File: src/rtl/fma16_vec_pkg.sv
// fma16_vec_pkg: record layout, FSM states and record packing for the
// FMA16 test-vector writer.
// Build option: FMA16_VEC_CHECK_EN adds the rexpected field to the record.
package fma16_vec_pkg;

`ifdef FMA16_VEC_CHECK_EN
    localparam int REC_W    = 92;
    localparam int REXP_LSB = 20;
    localparam int CTRL_LSB = 36;
`else
    localparam int REC_W    = 76;
    localparam int CTRL_LSB = 20;
`endif
    localparam int FLAGS_LSB = 0;
    localparam int RES_LSB   = 4;
    localparam int Z_LSB     = CTRL_LSB + 8;
    localparam int Y_LSB     = Z_LSB + 16;
    localparam int X_LSB     = Y_LSB + 16;

    typedef enum logic [1:0] {IDLE, RUN, DRAIN, DONE} state_e;

    // Field order matches the .tv files: x first (MSBs), flags last (LSBs).
    function automatic logic [REC_W-1:0] pack_rec(
        input logic [15:0] x,
        input logic [15:0] y,
        input logic [15:0] z,
        input logic [7:0]  ctrl,
`ifdef FMA16_VEC_CHECK_EN
        input logic [15:0] rexp,
`endif
        input logic [15:0] result,
        input logic [3:0]  flags
    );
        logic [REC_W-1:0] rec;
        rec                   = '0;
        rec[X_LSB +: 16]      = x;
        rec[Y_LSB +: 16]      = y;
        rec[Z_LSB +: 16]      = z;
        rec[CTRL_LSB +: 8]    = ctrl;
`ifdef FMA16_VEC_CHECK_EN
        rec[REXP_LSB +: 16]   = rexp;
`endif
        rec[RES_LSB +: 16]    = result;
        rec[FLAGS_LSB +: 4]   = flags;
        return rec;
    endfunction

endpackage

File: src/rtl/fma16_vec_fifo.sv
// fma16_vec_fifo: synchronous FIFO, WIDTH x DEPTH, one extra pointer bit
// to tell full from empty. Output is read from registers only.
module fma16_vec_fifo #(
    parameter int WIDTH = 76,
    parameter int DEPTH = 16
) (
    input  logic             clk,
    input  logic             reset_n,
    input  logic             push,
    input  logic [WIDTH-1:0] wdata,
    input  logic             pop,
    output logic [WIDTH-1:0] rdata,
    output logic             full,
    output logic             empty
);
    localparam int AW = $clog2(DEPTH);

    logic [AW:0]      wptr_q, wptr_d, rptr_q, rptr_d;
    logic [WIDTH-1:0] mem_q [DEPTH];
    logic             do_push, do_pop;

    // Flags from pointer compare; a full FIFO refuses pushes even if popping.
    always_comb begin
        empty   = (wptr_q == rptr_q);
        full    = (wptr_q[AW] != rptr_q[AW]) && (wptr_q[AW-1:0] == rptr_q[AW-1:0]);
        do_push = push && !full;
        do_pop  = pop && !empty;
        wptr_d  = do_push ? wptr_q + 1'b1 : wptr_q;
        rptr_d  = do_pop  ? rptr_q + 1'b1 : rptr_q;
        rdata   = empty ? '0 : mem_q[rptr_q[AW-1:0]];
    end

    // Pointer registers, cleared asynchronously.
    always_ff @(posedge clk or negedge reset_n) begin
        if (!reset_n) begin
            wptr_q <= '0;
            rptr_q <= '0;
        end else begin
            wptr_q <= wptr_d;
            rptr_q <= rptr_d;
        end
    end

    // Storage; stale contents are masked by the empty gate on rdata.
    always_ff @(posedge clk) begin
        if (do_push) mem_q[wptr_q[AW-1:0]] <= wdata;
    end

endmodule

File: src/rtl/fma16_vector_writer.sv
// fma16_vector_writer: captures FMA16 operations as test-vector records,
// buffers them and streams them out over valid/ready.
// Build option: FMA16_VEC_CHECK_EN adds rexpected/err_count checking.
module fma16_vector_writer
    import fma16_vec_pkg::*;
#(
    parameter int DEPTH = 16
) (
    input  logic             clk,
    input  logic             reset_n,
    input  logic             in_valid,
    output logic             in_ready,
    input  logic             in_last,
    input  logic [15:0]      x,
    input  logic [15:0]      y,
    input  logic [15:0]      z,
    input  logic [7:0]       ctrl,
    input  logic [15:0]      result,
    input  logic [3:0]       flags,
`ifdef FMA16_VEC_CHECK_EN
    input  logic [15:0]      rexpected,
    output logic [31:0]      err_count,
`endif
    output logic             out_valid,
    input  logic             out_ready,
    output logic [REC_W-1:0] out_record,
    output logic [31:0]      rec_count,
    output logic             done
);
    state_e           state_q, state_d;
    logic             live_q, live_d;
    logic [31:0]      rec_count_q, rec_count_d;
    logic             accept, pop, full, empty;
    logic [REC_W-1:0] rec;
`ifdef FMA16_VEC_CHECK_EN
    logic [31:0]      err_count_q, err_count_d;
`endif

    // Handshakes and record packing; live_q holds in_ready low until the
    // first edge after reset release.
    always_comb begin
        in_ready  = live_q && (state_q == IDLE || state_q == RUN) && !full;
        accept    = in_valid && in_ready;
        out_valid = !empty;
        pop       = out_valid && out_ready;
        done      = (state_q == DONE);
        rec_count = rec_count_q;
`ifdef FMA16_VEC_CHECK_EN
        err_count = err_count_q;
        rec       = pack_rec(x, y, z, ctrl, rexpected, result, flags);
`else
        rec       = pack_rec(x, y, z, ctrl, result, flags);
`endif
    end

    fma16_vec_fifo #(
        .WIDTH (REC_W),
        .DEPTH (DEPTH)
    ) u_fifo (
        .clk     (clk),
        .reset_n (reset_n),
        .push    (accept),
        .wdata   (rec),
        .pop     (pop),
        .rdata   (out_record),
        .full    (full),
        .empty   (empty)
    );

    // Run-control FSM: capture until in_last, then drain, then park in DONE.
    always_comb begin
        state_d = state_q;
        live_d  = 1'b1;
        case (state_q)
            IDLE:    if (accept) state_d = in_last ? DRAIN : RUN;
            RUN:     if (accept && in_last) state_d = DRAIN;
            DRAIN:   if (empty) state_d = DONE;
            DONE:    state_d = DONE;
            default: state_d = IDLE;
        endcase
    end

    // Saturating counters for accepted records and checker mismatches.
    always_comb begin
        rec_count_d = rec_count_q;
        if (accept && rec_count_q != 32'hFFFF_FFFF) rec_count_d = rec_count_q + 32'd1;
`ifdef FMA16_VEC_CHECK_EN
        err_count_d = err_count_q;
        if (accept && result != rexpected && err_count_q != 32'hFFFF_FFFF)
            err_count_d = err_count_q + 32'd1;
`endif
    end

    // State and counter registers, cleared asynchronously.
    always_ff @(posedge clk or negedge reset_n) begin
        if (!reset_n) begin
            state_q     <= IDLE;
            live_q      <= 1'b0;
            rec_count_q <= '0;
`ifdef FMA16_VEC_CHECK_EN
            err_count_q <= '0;
`endif
        end else begin
            state_q     <= state_d;
            live_q      <= live_d;
            rec_count_q <= rec_count_d;
`ifdef FMA16_VEC_CHECK_EN
            err_count_q <= err_count_d;
`endif
        end
    end

endmodule

File: config.mk
export PLATFORM = sky130hd
export DESIGN_NAME = fma16_vector_writer
export DESIGN_NICKNAME = d
export VERILOG_FILES = /design/src/rtl/fma16_vec_pkg.sv /design/src/rtl/fma16_vec_fifo.sv /design/src/rtl/fma16_vector_writer.sv
export SDC_FILE = /design/constraint.sdc
export NUM_CORES = 1
export LEC_CHECK = 0
export CORE_UTILIZATION = 55
export CTS_BUF_LIST = sky130_fd_sc_hd__clkbuf_16
export CTS_CLUSTER_DIAMETER = 30
export DETAILED_ROUTE_END_ITERATION = 12
export GPL_TIMING_DRIVEN = 0
export PLACE_DENSITY = 0.76
export SYNTH_ARGS = -nofsm -noshare
export SYNTH_HDL_FRONTEND = slang
export SYNTH_SLANG_ARGS = --single-unit
File: constraint.sdc
create_clock -name clk -period 7 [get_ports clk]
set_input_delay 1.75 -clock clk [delete_from_list [all_inputs] [get_ports clk]]
set_output_delay 1.75 -clock clk [all_outputs]
set_load 0.01 [all_outputs]
==> impl_metrics.ini, run 1 <==
[clock_tree]
post_cts_resized = 0
clk_pin_slew_worst_paths_ps = 60
cts_max_path_buffers = 3
cts_tree = done
cts.sinks = 1261
hold_buffers = 0
root_buffer = clkbuf_16
postCtsSetupBuffers = 0
clkLatencyLatePin_ps = 780
cts-buffers-inserted = 191
htree_levels = 4

[final_layout]
seq_area_um2 = 37600
final_common_cell = edfxtp_1
multi_input_area_um2 = 10300
n_fill_cell = 4964
final_nets = 2484
fin_cells = 3727
syn_to_final_growth_pct = 22.4
stdcell_area_um2 = 59300
layout_common_cells = edfxtp_1 (1216), mux4_2 (380), clkbuf_16 (195), clkdlybuf4s50_1 (190), and2_1 (80)
drive_gt1_frac = 0.313

[routing]
drtAntennaViolNets = 0
routedWlPerCell_um = 34.9
vias = 24800
drt-initial-drc-count = 3428
drt_pre_antenna_iters = 8
drcViolationCount = 0
drt-vias-per-instance = 6.67
wl_mm = 130

[die]
initial_core_util = 0.557
die_height_um = 299
fp-row-count = 108
die_w_um = 299
core_um2 = 87000
dieArea_um2 = 89200
io_pins = 192

[logic_synthesis]
synth_cells = 1988
synth_cell_type_count = 38
syn_area_per_cell_um2 = 24.4
syn_nets = 2075
synth-xor-area-share = 0.00778
synth_compound_area_frac = 0.00204
yosys-top-cells-area = edfxtp_1 (75%), mux4_2 (18%), dfrtp_1 (2.3%)
synth_top_area_cell = edfxtp_1
ys.flop_type = edfxtp_1
synth_fa_ha_area_frac = 0.00155
synth_async_sr_flop_share = 0.0357
synth_top_family_by_area = multiplexers
synth.top_cell.area_share = 0.754
yosysSeqAreaShare = 0.777
synthMuxAreaShare = 0.177
syn_area_um2 = 48400
yosys.area_share.simple = 0.0226
yosysWarnings = 0
synth_seq_cells = 1261
synth-edff-count = 1216

[global_route]
top_usage_layer = met2
met1_usage = 0.373
overflow = 0
grt_use_met2 = 0.472
grt_max_degree = 44
first_global_vias = 25800
grt_pass1_wl_mm = 179
antenna_found_initial = 15
grt_use_total = 0.284
grt_use_met3 = 0.0647

[critical_path]
r2r-end = u_fifo.mem_q[2][21]$_DFFE_PP_
crit_arrival_ps = 4910
worstSetupPathType = reg -> out
ff2ff_setup_slack_ps = 2950
rr_worst_depth = 7
required_ps = 5250
startpoint_type = register
crit_fanout = 10
rr_startpoint = u_fifo.rptr_q[1]$_DFFE_PN0P_
crit_path_end_kind = output pin

[sta]
maxSlewViolCount = 0
fin_crit_sh = 0.952
skew_ps = 25.0
hold_violations = 0
fmaxAchievable_mhz = 150
post-route-min-period_ps = 6660
max_slew_margin = 0.186
hold_ws_ps = 492
worst_slack_ps = 336
finalSetupViolCount = 0
tightest_slew_ps = 1220
rsz0062_at_grt = no

[run]
drv_cap = 0

[worst_hold_path]
hold_path_depth = 1
min_to = rec_count[27]$_DFFE_PN0P_
hp-class = reg -> reg
min_from = rec_count[27]$_DFFE_PN0P_

[placement]
dp_slack_ps = 1410
port-buffer-count = 191
place_area_um2 = 52500
gp_congestion = 0.782
post-dp-hpwl_mm = 62.8
dpl.cell_count = 3359

[pwr]
power_density_nw_per_um2 = 433
power_w = 0.0256
peakVddDrop_mv = 0.317
p_leak_nw = 19.1

[status]
status = finished clean
synth_stat cells, types with 2 or more instances:
cell type and number:
edfxtp_1 1216, mux4_2 380, and2_1 80, dfrtp_1 45, clkbuf_1 42, xnor2_1 36, and3_1 29, nand3_1 21
buf_4 20, nand4_1 16, buf_1 14, buf_2 14, nand2_1 14, buf_6 8, xor2_1 7, ha_1 6
and4_1 4, inv_1 4, nor2b_1 4, a21oi_1 3, nor2_1 3, a2111oi_4 2, clkbuf_2 2, mux2_1 2
nand4b_1 2, nor3_1 2
cells by family (layout without fill, tap and decap cells):
| family | Yosys count | count (layout) |
|---|---|---|
| AND/OR/NAND/NOR | 180 | 180 |
| flip-flops | 1261 | 1261 |
| other | 1 | 9 |
| buffers and inverters | 105 | 681 |
| adder cells (fa/ha/maj) | 6 | 6 |
| XOR/XNOR | 43 | 43 |
| multiplexers | 383 | 383 |
| AO/OA/AOI/OAI | 9 | 9 |
report_power, final:
group	internal (W)	leakage, nW	switching, W
sequential	0.00841	11.5	0.0000675
combinational	0.00365	4.30	0.00362
clock	0.00617	3.28	0.00372
routing by layer:
metal	wire length, µm	vias to the layer above
met5	66	-
met4	4600	12
met3	13300	318
met2	66200	1978
met1	45900	13100
li1	-	9447
metrics by stage:
stage | utilization | TNS (ps)
2_1_floorplan | - | 0
3_3_place_gp | 0.595 | -1292050
3_5_place_dp | 0.603 | 0
4_1_cts | 0.681 | 0
5_1_grt | 0.681 | 0
6_report | 0.681 | 0
area by class of cell:
cell class                 instances  share of cell area
multi-input combinational        622               0.174
sequential                      1261               0.635
inverter                           5            0.000317
clock buffer                     195              0.0823
buffer                           100             0.00895
antenna                            8            0.000338
timing repair buffer             216              0.0429
clock inverter                   165              0.0314
tap                             1155              0.0244
state kept, by name, indices dropped and copies added, names as in the netlist:
signal         cells
live_q             1
rec_count         32
state_q            2
u_fifo.mem_q    1216
u_fifo.rptr_q      5
u_fifo.wptr_q      5
worst max-delay path by stage:
stage / to / from / cells past startpoint / slack (ps)
after CTS: out_record[58] / u_fifo.rptr_q[1]$_DFFE_PN0P_ / 7 / 530
final: out_record[59] / u_fifo.rptr_q[1]$_DFFE_PN0P_ / 7 / 340
after detailed placement: out_record[12] / u_fifo.rptr_q[1]$_DFFE_PN0P_ / 7 / 1410
after floorplan: u_fifo.mem_q[3][0]$_DFFE_PP_ / in_valid / 5 / 980
after global routing: out_record[59] / u_fifo.rptr_q[1]$_DFFE_PN0P_ / 7 / 390
after global placement: u_fifo.mem_q[3][13]$_DFFE_PP_ / in_valid / 6 / -3760
critical path: stages (launching register included):
cell	delay, ps
dfrtp_1	370
buf_2	410
clkbuf_1	730
buf_1	930
mux4_2	470
mux4_2	540
and2_1	200
clkdlybuf4s50_1	500
No activity file was read; power rests on OpenSTA's default activity.
==> run 2: changes to the inputs <==
--- a/config.mk
+++ b/config.mk
@@ -5,6 +5,7 @@
 export SDC_FILE = /design/constraint.sdc
 export NUM_CORES = 1
 export LEC_CHECK = 0
+export CAP_MARGIN = 10
 export CORE_UTILIZATION = 55
 export CTS_BUF_LIST = sky130_fd_sc_hd__clkbuf_16
 export CTS_CLUSTER_DIAMETER = 30
==> run 2 against run 1 <==
Compared with the run above: clock skew up 7.6 ps; via count shrank 0.95%; non-clock buffer count unchanged; maximum frequency increased by 0.66%; setup slack better by 44 ps; critical path type unchanged.
==> impl_metrics.ini, run 2 (synthesis gave the netlist of run 1 again) <==
[status]
status = finished clean

[sta]
rsz0062_at_grt = no
worst_slack_ps = 380
maxSlewViolCount = 0
hold_violations = 0
fin_crit_sh = 0.946
max_slew_margin = 0.206
tightest_slew_ps = 1190
skew_ps = 32.6
fmaxAchievable_mhz = 151
tns_ps = 0
finalSetupViolCount = 0
post-route-min-period_ps = 6620

[die]
io_pins = 192
dieArea_um2 = 89200
fp-row-count = 108
core_um2 = 87000
die_height_um = 299
die_w_um = 299
initial_core_util = 0.557

[pwr]
pwr-share-comb = 0.284
peakVddDrop_mv = 0.242
internal_power_w = 0.0182
p_leak_nw = 19.1
swShare = 0.288
clkPwrFrac = 0.384
seq_power_share = 0.333
p_sw_w = 0.00733
power_w = 0.0255
power_density_nw_per_um2 = 430

[placement]
dpl.cell_count = 3359
post-dp-hpwl_mm = 62.9
port-buffer-count = 191
dp_slack_ps = 1390
gp_congestion = 0.782

[routing]
vias = 24600
wl_mm = 128
drcViolationCount = 0
drt_pre_antenna_iters = 5
routedWlPerCell_um = 34.2
drt-met1-wl_mm = 46.4
drt-initial-drc-count = 3269
drtAntennaViolNets = 0
drt-vias-per-instance = 6.58
dr_wl_met3_mm = 12.3
top_layer_used = met5
wl_met2_mm = 64.8

[run]
drv_cap = 0

[global_route]
first_global_vias = 25900
grt_max_degree = 44
grt_pass1_wl_mm = 183
overflow = 0
antenna_found_initial = 12
grt_use_total = 0.292

[critical_path]
worstSetupPathType = reg -> out
crit_fanout = 10
crit_path_end_kind = output pin
startpoint_type = register
required_ps = 5250
crit_arrival_ps = 4870

[clock_tree]
htree_levels = 4
cts_max_path_buffers = 3
cts-buffers-inserted = 197
cts_tree = done
clk_pin_slew_worst_paths_ps = 50
postCtsSetupBuffers = 0
root_buffer = clkbuf_16
cts.sinks = 1261
post_cts_resized = 0
clkLatencyLatePin_ps = 790
hold_buffers = 0

[final_layout]
drive_gt1_frac = 0.306
fin_cells = 3740
syn_to_final_growth_pct = 22.3
layout_common_cells = edfxtp_1 (1216), mux4_2 (380), clkbuf_16 (198), clkdlybuf4s50_1 (190), and2_1 (80)
largest_reg_flops = 1216
final_nets = 2490
postLayoutCoreUtil = 0.681
final_common_cell = edfxtp_1

[worst_hold_path]
hp-class = reg -> reg
==> run 2: cell types whose count changed in the layout (fill, tap and decap cells not counted), moves of 4 or more <==
| cell | before | now |
|---|---|---|
| inv_6 | 25 | 19 |
| inv_8 | 13 | 6 |
| clkinv_8 | 3 | 7 |
| clkinv_1 | 18 | 34 |
| inv_1 | 15 | 26 |
| clkinv_4 | 19 | 14 |
==> run 2: worst max-delay path, stage by stage (launching register included) <==
cell	delay, ps
dfrtp_1	340
buf_2	430
clkbuf_1	770
buf_1	920
mux4_2	440
mux4_2	480
and2_1	200
clkdlybuf4s50_1	500
==> run 2: routing by layer <==
metal / track usage / vias to the layer above
li1: - / 9441
met5: 0 / -
met4: 0.116 / 12
met1: 0.378 / 13000
met2: 0.485 / 1868
met3: 0.0654 / 301
==> run 2: final timing paths <==
kind                       cells past startpoint                         start  slack (ps)                             to
max reg2reg                                    7  u_fifo.rptr_q[1]$_DFFE_PN0P_        3050  u_fifo.mem_q[2][21]$_DFFE_PP_
min reg2reg                                    1     rec_count[31]$_DFFE_PN0P_         500      rec_count[31]$_DFFE_PN0P_
min                                            1     rec_count[31]$_DFFE_PN0P_         500      rec_count[31]$_DFFE_PN0P_
max                                            7  u_fifo.rptr_q[1]$_DFFE_PN0P_         380                 out_record[65]
min in group asynchronous                      1                       reset_n         860      rec_count[23]$_DFFE_PN0P_
max in group asynchronous                      2                       reset_n        5620       rec_count[1]$_DFFE_PN0P_
==> run 2: stage by stage <==
| step | instance area [µm²] | hold slack [ps] |
|---|---|---|
| 2_1_floorplan | 48400 | 460 |
| 3_3_place_gp | 51800 | 476 |
| 3_5_place_dp | 52500 | 483 |
| 4_1_cts | 59200 | 506 |
| 5_1_grt | 59200 | 523 |
| 6_report | 59300 | 498 |
==> run 2: layout make-up <==
| class | count | area, µm² |
|---|---|---|
| diodes | 9 | 22.5 |
| plain buffers | 100 | 531 |
| clock buffers | 198 | 4950 |
| clock inverters | 174 | 1770 |
| fillers | 4950 | 27800 |
| inverters | 5 | 18.8 |
| multi-input cells | 622 | 10300 |
| flip-flops and latches | 1261 | 37600 |
| well taps | 1155 | 1450 |
| repair buffers | 216 | 2540 |
==> run 2: power groups by stage <==
stage	clock [W]	combinational (W)	sequential, W
floorplan	0	0.00423	0.00861
global placement	0	0.00692	0.00862
detailed placement	0	0.00704	0.00862
CTS	0.00983	0.00728	0.00848
global route	0.0101	0.00754	0.00849
finish	0.00978	0.00723	0.00848
